[src/rtl/uart_tx_sched_pkg.sv]
// Shared types and constants for the UART TX scheduler.
`default_nettype none

package uart_defines;

   typedef enum logic [1:0] {
      IDLE      = 2'd0,
      SEND_RES  = 2'd1,
      SEND_WORD = 2'd2
   } tx_sched_state_t;

   typedef enum logic {
      GRANT_RES   = 1'b0,
      GRANT_PRINT = 1'b1
   } tx_grant_t;

   localparam int UART_BYTES_PER_WORD = 4;
   localparam int UART_BYTE_CNT_W     = $clog2(UART_BYTES_PER_WORD);

endpackage

`default_nettype wire

[src/rtl/uart_tx_sched_if.sv]
// Response, print and PHY-side handshake bundle of the UART TX scheduler.
`default_nettype none

interface uart_tx_sched_if;
   logic        res_req;
   logic [7:0]  res_byte;
   logic        res_ready;
   logic        print_en;
   logic [31:0] print_data;
   logic        print_full;
   logic        print_ovf;
   logic        tx_ready;
   logic [7:0]  tx_data;
   logic        tx_valid;
   logic        busy;

   modport master (
      output res_req, res_byte, print_en, print_data, tx_ready,
      input  res_ready, print_full, print_ovf, tx_data, tx_valid, busy
   );

   modport slave (
      input  res_req, res_byte, print_en, print_data, tx_ready,
      output res_ready, print_full, print_ovf, tx_data, tx_valid, busy
   );
endinterface

`default_nettype wire

[src/rtl/uart_tx_sched_word_fifo.sv]
// Synchronous word FIFO; the caller guarantees push/pop are legal.
`default_nettype none

module uart_word_fifo #(
   parameter int WIDTH = 32,
   parameter int DEPTH = 8
) (
   input  wire logic                     clk,
   input  wire logic                     rstn,
   input  wire logic                     push,
   input  wire logic                     pop,
   input  wire logic [WIDTH-1:0]         din,
   output logic      [WIDTH-1:0]         dout,
   output logic                          full,
   output logic                          empty,
   output logic      [$clog2(DEPTH):0]   count
);
   localparam int AW = $clog2(DEPTH);

   logic [WIDTH-1:0] mem_q [DEPTH];
   logic [AW-1:0]    wr_ptr_q;
   logic [AW-1:0]    rd_ptr_q;
   logic [AW:0]      count_q;

   always_ff @(posedge clk or negedge rstn) begin
      if (!rstn) begin
         wr_ptr_q <= '0;
         rd_ptr_q <= '0;
         count_q  <= '0;
      end else begin
         if (push) wr_ptr_q <= wr_ptr_q + AW'(1);
         if (pop)  rd_ptr_q <= rd_ptr_q + AW'(1);
         case ({push, pop})
            2'b10:   count_q <= count_q + (AW+1)'(1);
            2'b01:   count_q <= count_q - (AW+1)'(1);
            default: count_q <= count_q;
         endcase
      end
   end

   // Storage needs no reset; only pointers define validity.
   always_ff @(posedge clk) begin
      if (push) mem_q[wr_ptr_q] <= din;
   end

   assign dout  = mem_q[rd_ptr_q];
   assign full  = (count_q == (AW+1)'(DEPTH));
   assign empty = (count_q == '0);
   assign count = count_q;

endmodule

`default_nettype wire

[src/rtl/uart_tx_sched.sv]
// Arbitrates the UART TX PHY between held response bytes and 4-byte print words.
`default_nettype none

module uart_tx_sched
   import uart_defines::*;
#(
   parameter int PRINT_DEPTH = 8
) (
   input  wire logic        clk,
   input  wire logic        rstn,
   uart_tx_sched_if.slave   bus
);
   localparam int CW = $clog2(PRINT_DEPTH);

   tx_sched_state_t             state_q, state_d;
   tx_grant_t                   last_grant_q, last_grant_d;
   logic                        res_full_q, res_full_d;
   logic [7:0]                  res_byte_q, res_byte_d;
   logic [31:0]                 shift_q, shift_d;
   logic [UART_BYTE_CNT_W-1:0]  byte_cnt_q, byte_cnt_d;
   logic                        ovf_q, ovf_d;

   logic                        fifo_push;
   logic                        fifo_pop;
   logic [31:0]                 fifo_dout;
   logic                        fifo_full;
   logic                        fifo_empty;
   logic [CW:0]                 fifo_count;
   logic                        tx_valid;
   logic [7:0]                  tx_data;

   // A same-cycle pop frees the slot, so a push into a full FIFO still lands.
   assign fifo_push = bus.print_en && (!fifo_full || fifo_pop);
   assign ovf_d     = ovf_q || (bus.print_en && fifo_full && !fifo_pop);

   uart_word_fifo #(
      .WIDTH (32),
      .DEPTH (PRINT_DEPTH)
   ) u_fifo (
      .clk   (clk),
      .rstn  (rstn),
      .push  (fifo_push),
      .pop   (fifo_pop),
      .din   (bus.print_data),
      .dout  (fifo_dout),
      .full  (fifo_full),
      .empty (fifo_empty),
      .count (fifo_count)
   );

   always_ff @(posedge clk or negedge rstn) begin
      if (!rstn) begin
         state_q      <= IDLE;
         last_grant_q <= GRANT_PRINT;
         res_full_q   <= 1'b0;
         res_byte_q   <= '0;
         shift_q      <= '0;
         byte_cnt_q   <= '0;
         ovf_q        <= 1'b0;
      end else begin
         state_q      <= state_d;
         last_grant_q <= last_grant_d;
         res_full_q   <= res_full_d;
         res_byte_q   <= res_byte_d;
         shift_q      <= shift_d;
         byte_cnt_q   <= byte_cnt_d;
         ovf_q        <= ovf_d;
      end
   end

   always_comb begin
      state_d      = state_q;
      last_grant_d = last_grant_q;
      res_full_d   = res_full_q;
      res_byte_d   = res_byte_q;
      shift_d      = shift_q;
      byte_cnt_d   = byte_cnt_q;
      fifo_pop     = 1'b0;
      tx_valid     = 1'b0;
      tx_data      = '0;

      if (bus.res_req && !res_full_q) begin
         res_full_d = 1'b1;
         res_byte_d = bus.res_byte;
      end

      unique case (state_q)
         IDLE: begin
            // Response wins unless it won last time and a word is waiting.
            if (res_full_q && (fifo_empty || last_grant_q == GRANT_PRINT)) begin
               state_d      = SEND_RES;
               last_grant_d = GRANT_RES;
            end else if (!fifo_empty) begin
               fifo_pop     = 1'b1;
               shift_d      = fifo_dout;
               byte_cnt_d   = '0;
               state_d      = SEND_WORD;
               last_grant_d = GRANT_PRINT;
            end
         end
         SEND_RES: begin
            tx_valid = 1'b1;
            tx_data  = res_byte_q;
            if (bus.tx_ready) begin
               res_full_d = 1'b0;
               state_d    = IDLE;
            end
         end
         SEND_WORD: begin
            tx_valid = 1'b1;
            tx_data  = shift_q[7:0];
            if (bus.tx_ready) begin
               shift_d    = shift_q >> 8;
               byte_cnt_d = byte_cnt_q + UART_BYTE_CNT_W'(1);
               if (byte_cnt_q == UART_BYTE_CNT_W'(UART_BYTES_PER_WORD - 1))
                  state_d = IDLE;
            end
         end
         default: state_d = IDLE;
      endcase
   end

   assign bus.tx_valid   = tx_valid;
   assign bus.tx_data    = tx_data;
   assign bus.res_ready  = !res_full_q;
   assign bus.print_full = fifo_full;
   assign bus.print_ovf  = ovf_q;
   assign bus.busy       = (state_q != IDLE) || (fifo_count != '0) || res_full_q;

endmodule

`default_nettype wire

[src/flat_wrapper.sv]
// flat-port wrapper written by rule: the top's interface ports become plain ports
module uart_tx_sched_flat import uart_defines::*;
#(
   parameter int PRINT_DEPTH = 8
)
  (clk, rstn, bus_res_req, bus_res_byte, bus_print_en, bus_print_data, bus_tx_ready, bus_res_ready, bus_print_full, bus_print_ovf, bus_tx_data, bus_tx_valid, bus_busy);
  uart_tx_sched_if bus_i ();
  input  wire logic clk;
  input  wire logic rstn;
  input wire logic [$bits(bus_i.res_req)-1:0] bus_res_req;
  input wire logic [$bits(bus_i.res_byte)-1:0] bus_res_byte;
  input wire logic [$bits(bus_i.print_en)-1:0] bus_print_en;
  input wire logic [$bits(bus_i.print_data)-1:0] bus_print_data;
  input wire logic [$bits(bus_i.tx_ready)-1:0] bus_tx_ready;
  output wire logic [$bits(bus_i.res_ready)-1:0] bus_res_ready;
  output wire logic [$bits(bus_i.print_full)-1:0] bus_print_full;
  output wire logic [$bits(bus_i.print_ovf)-1:0] bus_print_ovf;
  output wire logic [$bits(bus_i.tx_data)-1:0] bus_tx_data;
  output wire logic [$bits(bus_i.tx_valid)-1:0] bus_tx_valid;
  output wire logic [$bits(bus_i.busy)-1:0] bus_busy;
  assign bus_i.res_req = bus_res_req;
  assign bus_i.res_byte = bus_res_byte;
  assign bus_i.print_en = bus_print_en;
  assign bus_i.print_data = bus_print_data;
  assign bus_i.tx_ready = bus_tx_ready;
  assign bus_res_ready = bus_i.res_ready;
  assign bus_print_full = bus_i.print_full;
  assign bus_print_ovf = bus_i.print_ovf;
  assign bus_tx_data = bus_i.tx_data;
  assign bus_tx_valid = bus_i.tx_valid;
  assign bus_busy = bus_i.busy;
  uart_tx_sched #(.PRINT_DEPTH(PRINT_DEPTH)) u_core (.clk(clk), .rstn(rstn), .bus(bus_i));
endmodule
[config.mk]
export PLATFORM = sky130hd
export DESIGN_NAME = uart_tx_sched_flat
export DESIGN_NICKNAME = d
export VERILOG_FILES = /design/src/rtl/uart_tx_sched_pkg.sv /design/src/rtl/uart_tx_sched_if.sv /design/src/rtl/uart_tx_sched_word_fifo.sv /design/src/rtl/uart_tx_sched.sv /design/src/flat_wrapper.sv
export SDC_FILE = /design/constraint.sdc
export NUM_CORES = 1
export LEC_CHECK = 0
export CAP_MARGIN = 10
export CELL_PAD_IN_SITES_DETAIL_PLACEMENT = 0
export CELL_PAD_IN_SITES_GLOBAL_PLACEMENT = 1
export CORE_MARGIN = 2
export CORE_UTILIZATION = 30
export CTS_CLUSTER_SIZE = 40
export DETAILED_ROUTE_END_ITERATION = 8
export HOLD_SLACK_MARGIN = 0.05
export PLACE_DENSITY_LB_ADDON = 0.1
export SYNTH_ARGS = -nofsm -noshare
export SYNTH_HDL_FRONTEND = slang
export SYNTH_HIERARCHICAL = 1
export SYNTH_SLANG_ARGS = --single-unit
[constraint.sdc]
create_clock -name clk -period 4.3 [get_ports clk]
set_input_delay 0.86 -clock clk [delete_from_list [all_inputs] [get_ports clk]]
set_output_delay 0.86 -clock clk [all_outputs]
set_load 0.005 [all_outputs]
==> summary.txt <==
RUN STATUS
------------------------------------------------------------------------------
Outcome                                                           finished, final reports clean

FINAL LAYOUT
------------------------------------------------------------------------------
FF+latch area                                                       9120 sq um
Antenna fix cells                                                            0
Share of post-route cells with drive strength above 1                    0.257
Area of the multi-input gates                                       3360 sq um
Synthesis-to-finish area growth                                          18.7%
Leading cell types in the layout, fill and taps excluded          sky130_fd_sc_hd__edfxtp_1 (256), sky130_fd_sc_hd__clkdlybuf4s50_1 (56), sky130_fd_sc_hd__dfrtp_1 (54)
Most common cell after layout, fill and taps aside                sky130_fd_sc_hd__edfxtp_1
Filler cell count in the final layout                                     3909
Final-stage net count                                                      776

POWER AND IR DROP
------------------------------------------------------------------------------
Cell Pwr Density                                                   709 nW/um^2
Leakage power total                                                    5.04 nW
IR drop worst, VDD                                                      267 uV
Pwr Total                                                              10.7 mW

SYNTH
------------------------------------------------------------------------------
Number of nets in the synthesized netlist                                  688
Mean Syn Cell Area                                                  20.0 sq um
Post-synthesis instance area                                       12700 sq um
Number of synthesized register bits                                        313
Most instantiated flip-flop cell in the synthesis netlist         sky130_fd_sc_hd__edfxtp_1
Asr flop ratio synth                                                     0.182
EDFF count, synth                                                          256
Post-synth cell types                                                       40
Warnings from Yosys                                                          6
Synthesized instance count                                                 634
Fraction of the yosys area taken by sequential cells                     0.718

ROUTING
------------------------------------------------------------------------------
Drt total wl                                                      27900 microns
Total DRC errors in the routed layout                                        0
Vias after detailed routing                                               6072
First-pass iteration count of the detailed router                            4
Number of vias per cell                                                   4.71
Iteration-0 DRC Markers                                                    339
Number of antenna-violating nets in the routed design                        0
Routed wirelength normalized by instance count                    21.6 microns

GLOBAL ROUTE
------------------------------------------------------------------------------
Total track usage                                                        0.132
Routing layer with the top usage in global route                          met2
Overflow after GRT                                                           0
Met1 Usage GRT                                                           0.174
Initial antenna violation count                                              0
Met2 Track Usage GR                                                      0.217
Via count of the first global-routing pass                                6567
Largest net degree at the start of global routing                           49
Wire length of the first global-routing pass                      42200 microns
Met3 Use GR                                                             0.0256

STA
------------------------------------------------------------------------------
Final hold slack                                                      0.475 ns
Final setup violation count                                                  0
Hold Fails Final Rpt                                                         0
Maximum clock skew at final layout                                   0.0195 ns
Post-Route Setup TNS                                                      0 ns
Final worst-path setup slack                                          0.896 ns
RSZ-0062 raised after global routing                                        no
Achievable Freq                                                        294 MHz
Relative max-transition margin                                           0.346
Fin. max-slew vios                                                           0
Actual transition at the worst max-transition pin                     0.981 ns
Clock period minus final worst setup slack                             3.40 ns
Share of the cycle needed by the critical path after routing             0.792

PLACE
------------------------------------------------------------------------------
Detailed placer's ending HPWL                                     16600 microns
Pre-CTS setup slack                                                   0.990 ns
Last weighted congestion value of the routability-driven placer          0.709
Number of port buffers                                                      57

CLOCK TREE
------------------------------------------------------------------------------
Clk slew on worst S/H paths                                            0.06 ns
Latest clock arrival within the worst-skew pair                        0.54 ns
Number of sinks on the clock net                                           313
Clock Root Buffer                                                 sky130_fd_sc_hd__clkbuf_16
Maximum count of clock buffers along a single path                           3
H-tree level count                                                           2
CTS buffer count                                                            37
Number of post-CTS setup repair buffers                                      0
Cts hold-fix bufs                                                            0
Post-cts sizing count                                                        0
Clock tree from TritonCTS                                                  yes

CRITICAL PATH
------------------------------------------------------------------------------
Critical path class                                               flip-flop to primary output
Startpoint Class                                                     flip-flop
Slowest cell on the critical path                                 sky130_fd_sc_hd__ha_2
Worst endpoint required time                                           3.44 ns
Critical path peak fanout                                                   23
CP endpoint kind                                                  primary output
Ordered list of cells on the worst path                           inv_1 > ha_2 > a22oi_1 > nor2b_1 > clkdlybuf4s50_1
Worst path arrival time                                                2.54 ns
Maximum cell stage delay along the critical path                       0.64 ns

DIE
------------------------------------------------------------------------------
Chip Height                                                        210 microns
Starting utilization of the core area                                    0.303
Die X                                                              210 microns
Rows                                                                        75
Core Box Area                                                      41900 sq um
Top Ports                                                                   58
Die footprint                                                      44000 sq um

RUN
------------------------------------------------------------------------------
Number of maximum-capacitance violations                                     0

WORST HOLD PATH
------------------------------------------------------------------------------
Path class of the lowest-slack min-delay path                     flip-flop to flip-flop

## synth_stat cells, drive strengths merged (3+ instances only)
cell type    n  area share
a21oi       31       0.019
a22o         9      0.0062
a22oi        9      0.0053
buf         23       0.018
clkbuf       7      0.0021
dfrtp       56        0.11
edfxtp     256        0.61
ha           9      0.0089
inv          7      0.0021
mux2        43       0.038
mux2i       24       0.019
mux4        64        0.12
nand2        8      0.0024
nand2b       6      0.0030
nor2        34       0.010
nor2b       14      0.0069
o21ai        3      0.0012
xnor2        3      0.0021
xor2         6      0.0041
## cell type report
| cell class | instances | share of cell area |
|---|---|---|
| Clock buffer | 52 | 0.0687 |
| Timing Repair Buffer | 79 | 0.0502 |
| Sequential cell | 313 | 0.605 |
| Clock inverter | 15 | 0.00648 |
| Multi-Input combinational cell | 284 | 0.223 |
| Tap cell | 539 | 0.0448 |
| Inverter | 7 | 0.00174 |
## worst max-delay path, delay by kind of cell (launching register included)
kind	cells	cell delay [ns]
AOI/OAI and AO/OA	1	0.20
adders and majority gates	1	0.64
buffers and inverters	2	0.62
DFF	1	0.40
and+or+nand+nor	1	0.16
## worst paths after layout
check                                          start                   endpoint  slack (ns)  depth (start not counted)
worst max-delay path               u_core/state_q[0]             bus_tx_data[4]        0.90                          5
worst min-delay path            u_core/bus.print_ovf       u_core/bus.print_ovf        0.48                          1
min in group asynchronous                       rstn       u_core/res_byte_q[5]        0.50                          1
worst max register to register     u_core/state_q[0]  u_core/u_fifo/mem_q[5][0]        1.16                          8
worst min register to register  u_core/bus.print_ovf       u_core/bus.print_ovf        0.48                          1
max in group asynchronous                       rstn         u_core/shift_q[12]        3.00                          2
## routing by layer
metal | wire, microns | up-vias
li1 | - | 2742
met4 | 678 | 0
met1 | 12700 | 3174
met5 | 0 | -
met3 | 966 | 48
met2 | 13500 | 108
## power by group
group / switching, mW / internal (mW)
clock: 1.19 / 1.74
sequential: 0.458 / 3.96
combinational: 1.71 / 1.63
## metrics by stage
step                utilization  cells  cell area, sq um
finish                    0.360   1289             15100
global route              0.360   1289             15100
CTS                       0.360   1289             15100
detailed placement        0.333   1222             13900
global placement          0.333   1222             13900
floorplan                     -    634             12700
## sequential cells by signal, summed over array words and instances, names as in the netlist
register and flops:
u_core/u_fifo/wr_ptr_q 3, u_core/shift_q 32, u_core/state_q 2, u_core/bus.print_ovf 1, u_core/u_fifo/rd_ptr_q 3, u_core/u_fifo/mem_q 256
u_core/byte_cnt_q 2, u_core/res_full_q 1, u_core/u_fifo/count 4, u_core/last_grant_q 1, u_core/res_byte_q 8
## cells by family after synthesis
kind of cell	count (synthesis)	share of synthesized area
flip-flops	313	0.718
buffers and inverters	37	0.0217
AND/OR/NAND/NOR	70	0.0260
adder cells (fa/ha/maj)	9	0.00887
XOR/XNOR	9	0.00621
AO/OA/AOI/OAI	65	0.0408
multiplexers	131	0.178
(Power assumes the default switching activity.)
